`src/rtl/voq_ingress_writer.sv`:
```
// Ingress writer: steers per-input packet words into per-(input,output) VOQ RAMs, commits whole packets, drops on full.
// Latency: accepted word drives voq_wren/addr/data one cycle later; readdata is registered with 1-cycle latency.
// Backpressure: none on the Avalon side; a full VOQ causes the whole packet to be dropped and counted instead.
module voq_ingress_writer #(
  parameter int N_PORTS = 4,
  parameter int DATA_W  = 32,
  parameter int DEPTH   = 4096
) (
  input  logic                                              clk,
  input  logic                                              reset_n,
  input  logic                                              chipselect,
  input  logic                                              write,
  input  logic                                              read,
  input  logic [3:0]                                        address,
  input  logic [31:0]                                       writedata,
  output logic [31:0]                                       readdata,
  output logic [N_PORTS*N_PORTS-1:0]                        voq_wren,
  output logic [N_PORTS*N_PORTS*$clog2(DEPTH)-1:0]          voq_wr_addr,
  output logic [N_PORTS*DATA_W-1:0]                         voq_wr_data,
  input  logic [N_PORTS*N_PORTS*($clog2(DEPTH)+1)-1:0]      voq_rd_ptr,
  output logic [N_PORTS*N_PORTS*($clog2(DEPTH)+1)-1:0]      voq_commit_ptr,
  output logic [N_PORTS*N_PORTS-1:0]                        voq_commit,
  output logic                                              sched_write_en,
  output logic                                              sched_read_en,
  output logic                                              clear_pulse
);

  localparam int N    = N_PORTS;
  localparam int DW_P = (N_PORTS > 2) ? $clog2(N_PORTS) : 1;
  localparam int AW   = $clog2(DEPTH);
  localparam int PW   = AW + 1;
  localparam logic [DW_P:0] DST_LIM  = (DW_P+1)'(N_PORTS);
  localparam logic [AW:0]   FULL_LVL = (AW+1)'(DEPTH);

  typedef enum logic [1:0] {S_IDLE = 2'd0, S_PKT = 2'd1, S_DROP = 2'd2} state_t;

  state_t            state_q    [N];
  logic [DW_P-1:0]   dest_q     [N];
  logic [15:0]       drop_q     [N];
  logic [DATA_W-1:0] wdata_q    [N];
  logic [AW:0]       wr_ptr_q   [N][N];
  logic [AW:0]       commit_q   [N][N];
  logic [AW-1:0]     waddr_q    [N][N];
  logic              wren_q     [N][N];
  logic              commit_p_q [N][N];
  logic [AW:0]       rd_ptr     [N][N];

  logic            data_wr;
  logic            clear_wr;
  logic [DW_P-1:0] wp;
  state_t          cur_state;
  logic            word_zero;
  logic [DW_P-1:0] sel_dest;
  logic            dest_ok;
  logic [DW_P-1:0] sel_idx;
  logic [AW:0]     sel_wr;
  logic [AW:0]     sel_wr_inc;
  logic [AW:0]     sel_cp;
  logic [AW:0]     sel_used;
  logic            sel_full;
  logic [15:0]     drop_next;

  // Flatten internal per-VOQ arrays onto the packed output buses and unpack read pointers.
  for (genvar gi = 0; gi < N; gi++) begin : g_in
    assign voq_wr_data[gi*DATA_W +: DATA_W] = wdata_q[gi];
    for (genvar gj = 0; gj < N; gj++) begin : g_out
      localparam int K = gi*N + gj;
      assign voq_wren[K]                 = wren_q[gi][gj];
      assign voq_commit[K]               = commit_p_q[gi][gj];
      assign voq_wr_addr[K*AW +: AW]     = waddr_q[gi][gj];
      assign voq_commit_ptr[K*PW +: PW]  = commit_q[gi][gj];
      assign rd_ptr[gi][gj]              = voq_rd_ptr[K*PW +: PW];
    end
  end

  assign data_wr  = chipselect && write && (address < 4'(N_PORTS));
  assign clear_wr = chipselect && write && (address == 4'd13);

  // Decode the addressed input's target VOQ and its occupancy for the word being accepted.
  always_comb begin
    wp         = address[DW_P-1:0];
    cur_state  = state_q[wp];
    word_zero  = (writedata[DATA_W-1:0] == '0);
    // The header carries the destination; later words reuse the latched one.
    sel_dest   = (cur_state == S_IDLE) ? writedata[DW_P-1:0] : dest_q[wp];
    // Destinations beyond N_PORTS-1 (possible for non-power-of-2 N) have no VOQ.
    dest_ok    = ({1'b0, sel_dest} < DST_LIM);
    sel_idx    = dest_ok ? sel_dest : '0;
    sel_wr     = wr_ptr_q[wp][sel_idx];
    sel_wr_inc = sel_wr + {{AW{1'b0}}, 1'b1};
    sel_cp     = commit_q[wp][sel_idx];
    sel_used   = sel_wr - rd_ptr[wp][sel_idx];
    sel_full   = (sel_used == FULL_LVL);
    drop_next  = (drop_q[wp] == 16'hFFFF) ? drop_q[wp] : drop_q[wp] + 16'd1;
  end

  // Per-input packet FSMs, VOQ write/commit pointers, write strobes, drop counters and control flags.
  always_ff @(posedge clk or negedge reset_n) begin
    if (!reset_n) begin
      for (int i = 0; i < N; i++) begin
        state_q[i] <= S_IDLE;
        dest_q[i]  <= '0;
        drop_q[i]  <= '0;
        wdata_q[i] <= '0;
        for (int j = 0; j < N; j++) begin
          wr_ptr_q[i][j]   <= '0;
          commit_q[i][j]   <= '0;
          waddr_q[i][j]    <= '0;
          wren_q[i][j]     <= 1'b0;
          commit_p_q[i][j] <= 1'b0;
        end
      end
      sched_write_en <= 1'b0;
      sched_read_en  <= 1'b0;
      clear_pulse    <= 1'b0;
    end else begin
      for (int i = 0; i < N; i++) begin
        for (int j = 0; j < N; j++) begin
          wren_q[i][j]     <= 1'b0;
          commit_p_q[i][j] <= 1'b0;
        end
      end
      clear_pulse <= 1'b0;
      if (clear_wr) begin
        // Any in-flight packet is abandoned: pointers return to 0 without a commit.
        for (int i = 0; i < N; i++) begin
          state_q[i] <= S_IDLE;
          drop_q[i]  <= '0;
          for (int j = 0; j < N; j++) begin
            wr_ptr_q[i][j] <= '0;
            commit_q[i][j] <= '0;
          end
        end
        sched_write_en <= 1'b0;
        sched_read_en  <= 1'b0;
        clear_pulse    <= 1'b1;
      end else begin
        if (chipselect && write && address == 4'd14) sched_read_en  <= 1'b1;
        if (chipselect && write && address == 4'd15) sched_write_en <= 1'b1;
        if (data_wr) begin
          case (cur_state)
            S_IDLE: begin
              if (!word_zero) begin
                if (!dest_ok || sel_full) begin
                  state_q[wp] <= S_DROP;
                  drop_q[wp]  <= drop_next;
                end else begin
                  wren_q[wp][sel_idx]   <= 1'b1;
                  waddr_q[wp][sel_idx]  <= sel_wr[AW-1:0];
                  wr_ptr_q[wp][sel_idx] <= sel_wr_inc;
                  wdata_q[wp]           <= writedata[DATA_W-1:0];
                  dest_q[wp]            <= sel_dest;
                  state_q[wp]           <= S_PKT;
                end
              end
            end
            S_PKT: begin
              if (sel_full) begin
                // Unwind the partial packet so the scheduler never sees it.
                wr_ptr_q[wp][sel_idx] <= sel_cp;
                drop_q[wp]            <= drop_next;
                state_q[wp]           <= S_DROP;
              end else begin
                wren_q[wp][sel_idx]   <= 1'b1;
                waddr_q[wp][sel_idx]  <= sel_wr[AW-1:0];
                wr_ptr_q[wp][sel_idx] <= sel_wr_inc;
                wdata_q[wp]           <= writedata[DATA_W-1:0];
                if (word_zero) begin
                  commit_q[wp][sel_idx]   <= sel_wr_inc;
                  commit_p_q[wp][sel_idx] <= 1'b1;
                  state_q[wp]             <= S_IDLE;
                end
              end
            end
            S_DROP: begin
              if (word_zero) state_q[wp] <= S_IDLE;
            end
            default: state_q[wp] <= S_IDLE;
          endcase
        end
      end
    end
  end

  // Registered status readback: per-input state/drop count, scheduler enables, zero elsewhere.
  always_ff @(posedge clk or negedge reset_n) begin
    if (!reset_n) begin
      readdata <= '0;
    end else if (chipselect && read) begin
      if (address < 4'(N_PORTS))
        readdata <= {14'b0, state_q[address[DW_P-1:0]], drop_q[address[DW_P-1:0]]};
      else if (address == 4'd12)
        readdata <= {30'b0, sched_write_en, sched_read_en};
      else
        readdata <= '0;
    end else begin
      readdata <= '0;
    end
  end

endmodule

```
`config.mk`:
```
export PLATFORM = sky130hd
export DESIGN_NAME = voq_ingress_writer
export DESIGN_NICKNAME = d
export VERILOG_FILES = /design/src/rtl/voq_ingress_writer.sv
export SDC_FILE = /design/constraint.sdc
export NUM_CORES = 2
export LEC_CHECK = 0
export CAP_MARGIN = 10
export CORE_AREA = 2 2 329 331
export DETAILED_ROUTE_END_ITERATION = 7
export DIE_AREA = 0 0 331 333
export SLEW_MARGIN = 40
export SYNTH_ARGS = -nofsm -noshare
export SYNTH_HDL_FRONTEND = slang
export SYNTH_SLANG_ARGS = --single-unit
```
`constraint.sdc`:
```
create_clock -name clk -period 7.4 [get_ports clk]
set_input_delay 1.48 -clock clk [delete_from_list [all_inputs] [get_ports clk]]
set_output_delay 1.48 -clock clk [all_outputs]
set_load 0.05 [all_outputs]
```
==> metrics <==
Pwr Total 14.03 mW; skew final 39.60 ps; total CTS buffers 98; Tcrit/Tclk final 90.85%; via count 32830; Tot GR Track Use 29.86%; initial DRC count 2736; NumNets Final 4474; Vias/cell 5.768; post-synthesis sequential area ratio 51.91%; H-tree levels 3; crit-path cells buf_8 > mux4_2 > or2_1 > buf_4 > mux2i_4 > nand2_1 > and3_1 > a31oi_1 > ha_1 > inv_1 > fa_1 > a21o_1 > a221oi_2 > a31oi_1 > or2_2 > a221o_1 > a2111oi_0 > mux2_2 > buf_4 > mux2i_1 > a21boi_2 > buf_12 > a22o_1; top-count cell post-synth dfrtp_1; crit path launch type input pin; Finish-stage setup viols 0; Worst IR Drop VDD 0.0001870 V; Layout Area Growth over Synthesis 36.02%; Initial Utilization 39.29%; Async SR Flop Fraction 100.0%; arrival time worst endpoint 7340 ps; worst path bufs/invs 5; CP peak stage delay 510 ps; wire per inst 29.38 um; library cells used by synthesis 91; # DRC 0; DR pass1 iterations 5; CP max stage cell mux4_2; gr busiest metal met2; row cnt 120; clock sink count 869; hold_ws 479.8 ps; I/O pins 844; Synth Instances 3272; synthesized area 41890 sq um; maxcap violations 0; P per Cell Area 246.3 nW/um^2; CP required 8020 ps; dominant cell type by area after synthesis dfrtp_1; setup TNS 0 ps; CTS max path bufs 3; die width 331 um; Pins Over Slew Limit 0; final WL 167200 um; met3 usage 7.461%; detailed placer's ending HPWL 120900 um; Core Region 106600 sq um; Post-synth top cells dfrtp_1, nand2_1, mux2_2; CTS tree yes; worst-path maximum fanout 12; crit end category flip-flop; synth warn 0; Post-Layout Inst Area 56980 sq um; post-CTS setup buffer count 0; clock insertion delay at the later pin of the skew report 690 ps; CP top delay family compound AO/OA/AOI/OAI gates; worst slew pin tran 820.7 ps; Hold Crit Class flip-flop to flip-flop; Slew HR 45.28%; FMAX 148.8 MHz; # port buffers 829; LEAKAGE 24.66 nW; layout cell share with drive strength beyond 1 25.57%; Avg Cell Area, Syn 12.80 sq um; Synth top area share 51.91%; largest net degree at the start of global routing 109; initial antenna violation count 4; number of synthesized flops with an enable pin 0; crit path kind input pin to flip-flop; DRT antenna net count 0; Hold Buf Count CTS 0; global placement routability congestion 0.9233; GR Layer Usage met1 39.35%; die area 110200 sq um; Final Hold Vio Count 0; die height 333 um; placed cell area 53750 sq um; grt ovf 0; Root Driver clkbuf_16; first-pass GRT wire length 240700 um; clk slew on worst S/H paths 60 ps; top post-synthesis cells by area dfrtp_1, mux4_2, mux2_4; Most used DFF post-synth dfrtp_1; unrepaired setup endpoints after global routing no; post-route minimum period 6723 ps; vias in the first global route 32760; run status completed; M2 GR Usage 47.18%; register bit total from synthesis 869; CTS resizes 0
## cells in the final DEF, fill, tap and decap left out, types with 11 or more instances in the layout
cell,synthesis,final
dfrtp_1,869,869
clkdlybuf4s50_1,0,826
nand2_1,358,356
buf_4,31,225
mux2_2,187,187
mux4_2,176,176
mux2_4,169,169
a21oi_1,155,155
mux2i_1,146,142
o21ai_0,126,125
nor2_1,137,120
clkbuf_16,0,100
nand3_1,92,92
a211oi_1,76,76
a22o_1,58,58
buf_12,0,54
and2_1,37,36
mux2_1,28,28
o2bb2ai_1,23,23
inv_1,22,22
a32o_1,22,22
clkbuf_1,140,22
clkbuf_8,0,21
clkinv_2,0,20
nor3_1,24,16
nor2_2,3,16
and3_1,14,14
nor2b_1,14,14
conb_1,1,14
nand2b_1,14,13
ha_1,14,13
o21ai_1,11,12
nand4_1,12,12
a311oi_4,11,12
a31oi_1,12,11
## area by class of cell
class	instances	area, sq um
multi-input combinational	2100	18940
inverter	24	92.59
clock inverter	34	347.8
antenna	3	7.507
timing repair buffer	1117	11230
tap	1403	1755
clock buffer	142	2860
fill	9193	49630
sequential	869	21750
## metal layers
metal  vias up  routed length (um)  part of all wire [%]
li1      13840                   -                     -
met5         -                  13                0.0078
met4         2                7174                   4.3
met3       335               13620                   8.1
met1     17100               67670                    40
met2      1560               78750                    47
## worst min-delay path, cell delays in order (launching register included)
cell	delay (ps)
dfrtp_1	340
nand2_1	40
o21ai_0	60
## path summary, 6_finish.rpt
| path | startpoint | to | slack (ps) | depth (start not counted) |
|---|---|---|---|---|
| setup reg to reg | state_q[1]$_DFFE_PN0P_ | wr_ptr_q[30]$_DFFE_PN0P_ | 1160 | 22 |
| hold reg to reg | wr_ptr_q[85]$_DFFE_PN0P_ | wr_ptr_q[85]$_DFFE_PN0P_ | 480 | 2 |
| setup / recovery | address[0] | wr_ptr_q[30]$_DFFE_PN0P_ | 680 | 23 |
| hold / removal | wr_ptr_q[85]$_DFFE_PN0P_ | wr_ptr_q[85]$_DFFE_PN0P_ | 480 | 2 |
| min in group asynchronous | reset_n | voq_wr_data[94]$_DFFE_PN0P_ | 730 | 1 |
| max in group asynchronous | reset_n | voq_wr_addr[102]$_DFFE_PN0P_ | 5100 | 4 |
## sequential cells by signal (all words and copies together), names as in the netlist
signal,cells
clear_pulse,1
drop_q,64
voq_wr_data,128
readdata,18
sched_read_en,1
dest_q,8
wr_ptr_q,208
state_q,8
sched_write_en,1
voq_wr_addr,192
voq_commit_ptr,208
voq_wren,16
voq_commit,16
## where the power goes
group	internal (mW)	switching, mW	total [mW]
clock	2.83	2.09	4.92
sequential	5.06	0.186	5.25
combinational	1.38	2.48	3.87
total	9.27	4.76	14.0
## cell families (layout without fill, tap and decap cells)
| kind of cell | Yosys count | count (layout) | share of synthesized area [%] |
|---|---|---|---|
| other cells | 1 | 17 | 0.008952 |
| fa+ha+maj | 15 | 15 | 0.4660 |
| simple gates | 754 | 754 | 8.274 |
| xor+xnor | 26 | 26 | 0.7408 |
| compound gates | 582 | 582 | 9.836 |
| flops | 869 | 869 | 51.91 |
| buf+inv | 316 | 1317 | 3.874 |
| mux | 709 | 709 | 24.89 |
## per-stage QoR
stage	utilization [%]	std cells	worst slack [ps]
global placement	50.15	5499	-30.20
CTS	53.43	5688	771.5
global route	53.44	5689	338.8
finish	53.45	5692	677.3
floorplan	-	3285	3.362
detailed placement	50.42	5512	55.77
Power figures use the tool's default switching activity.
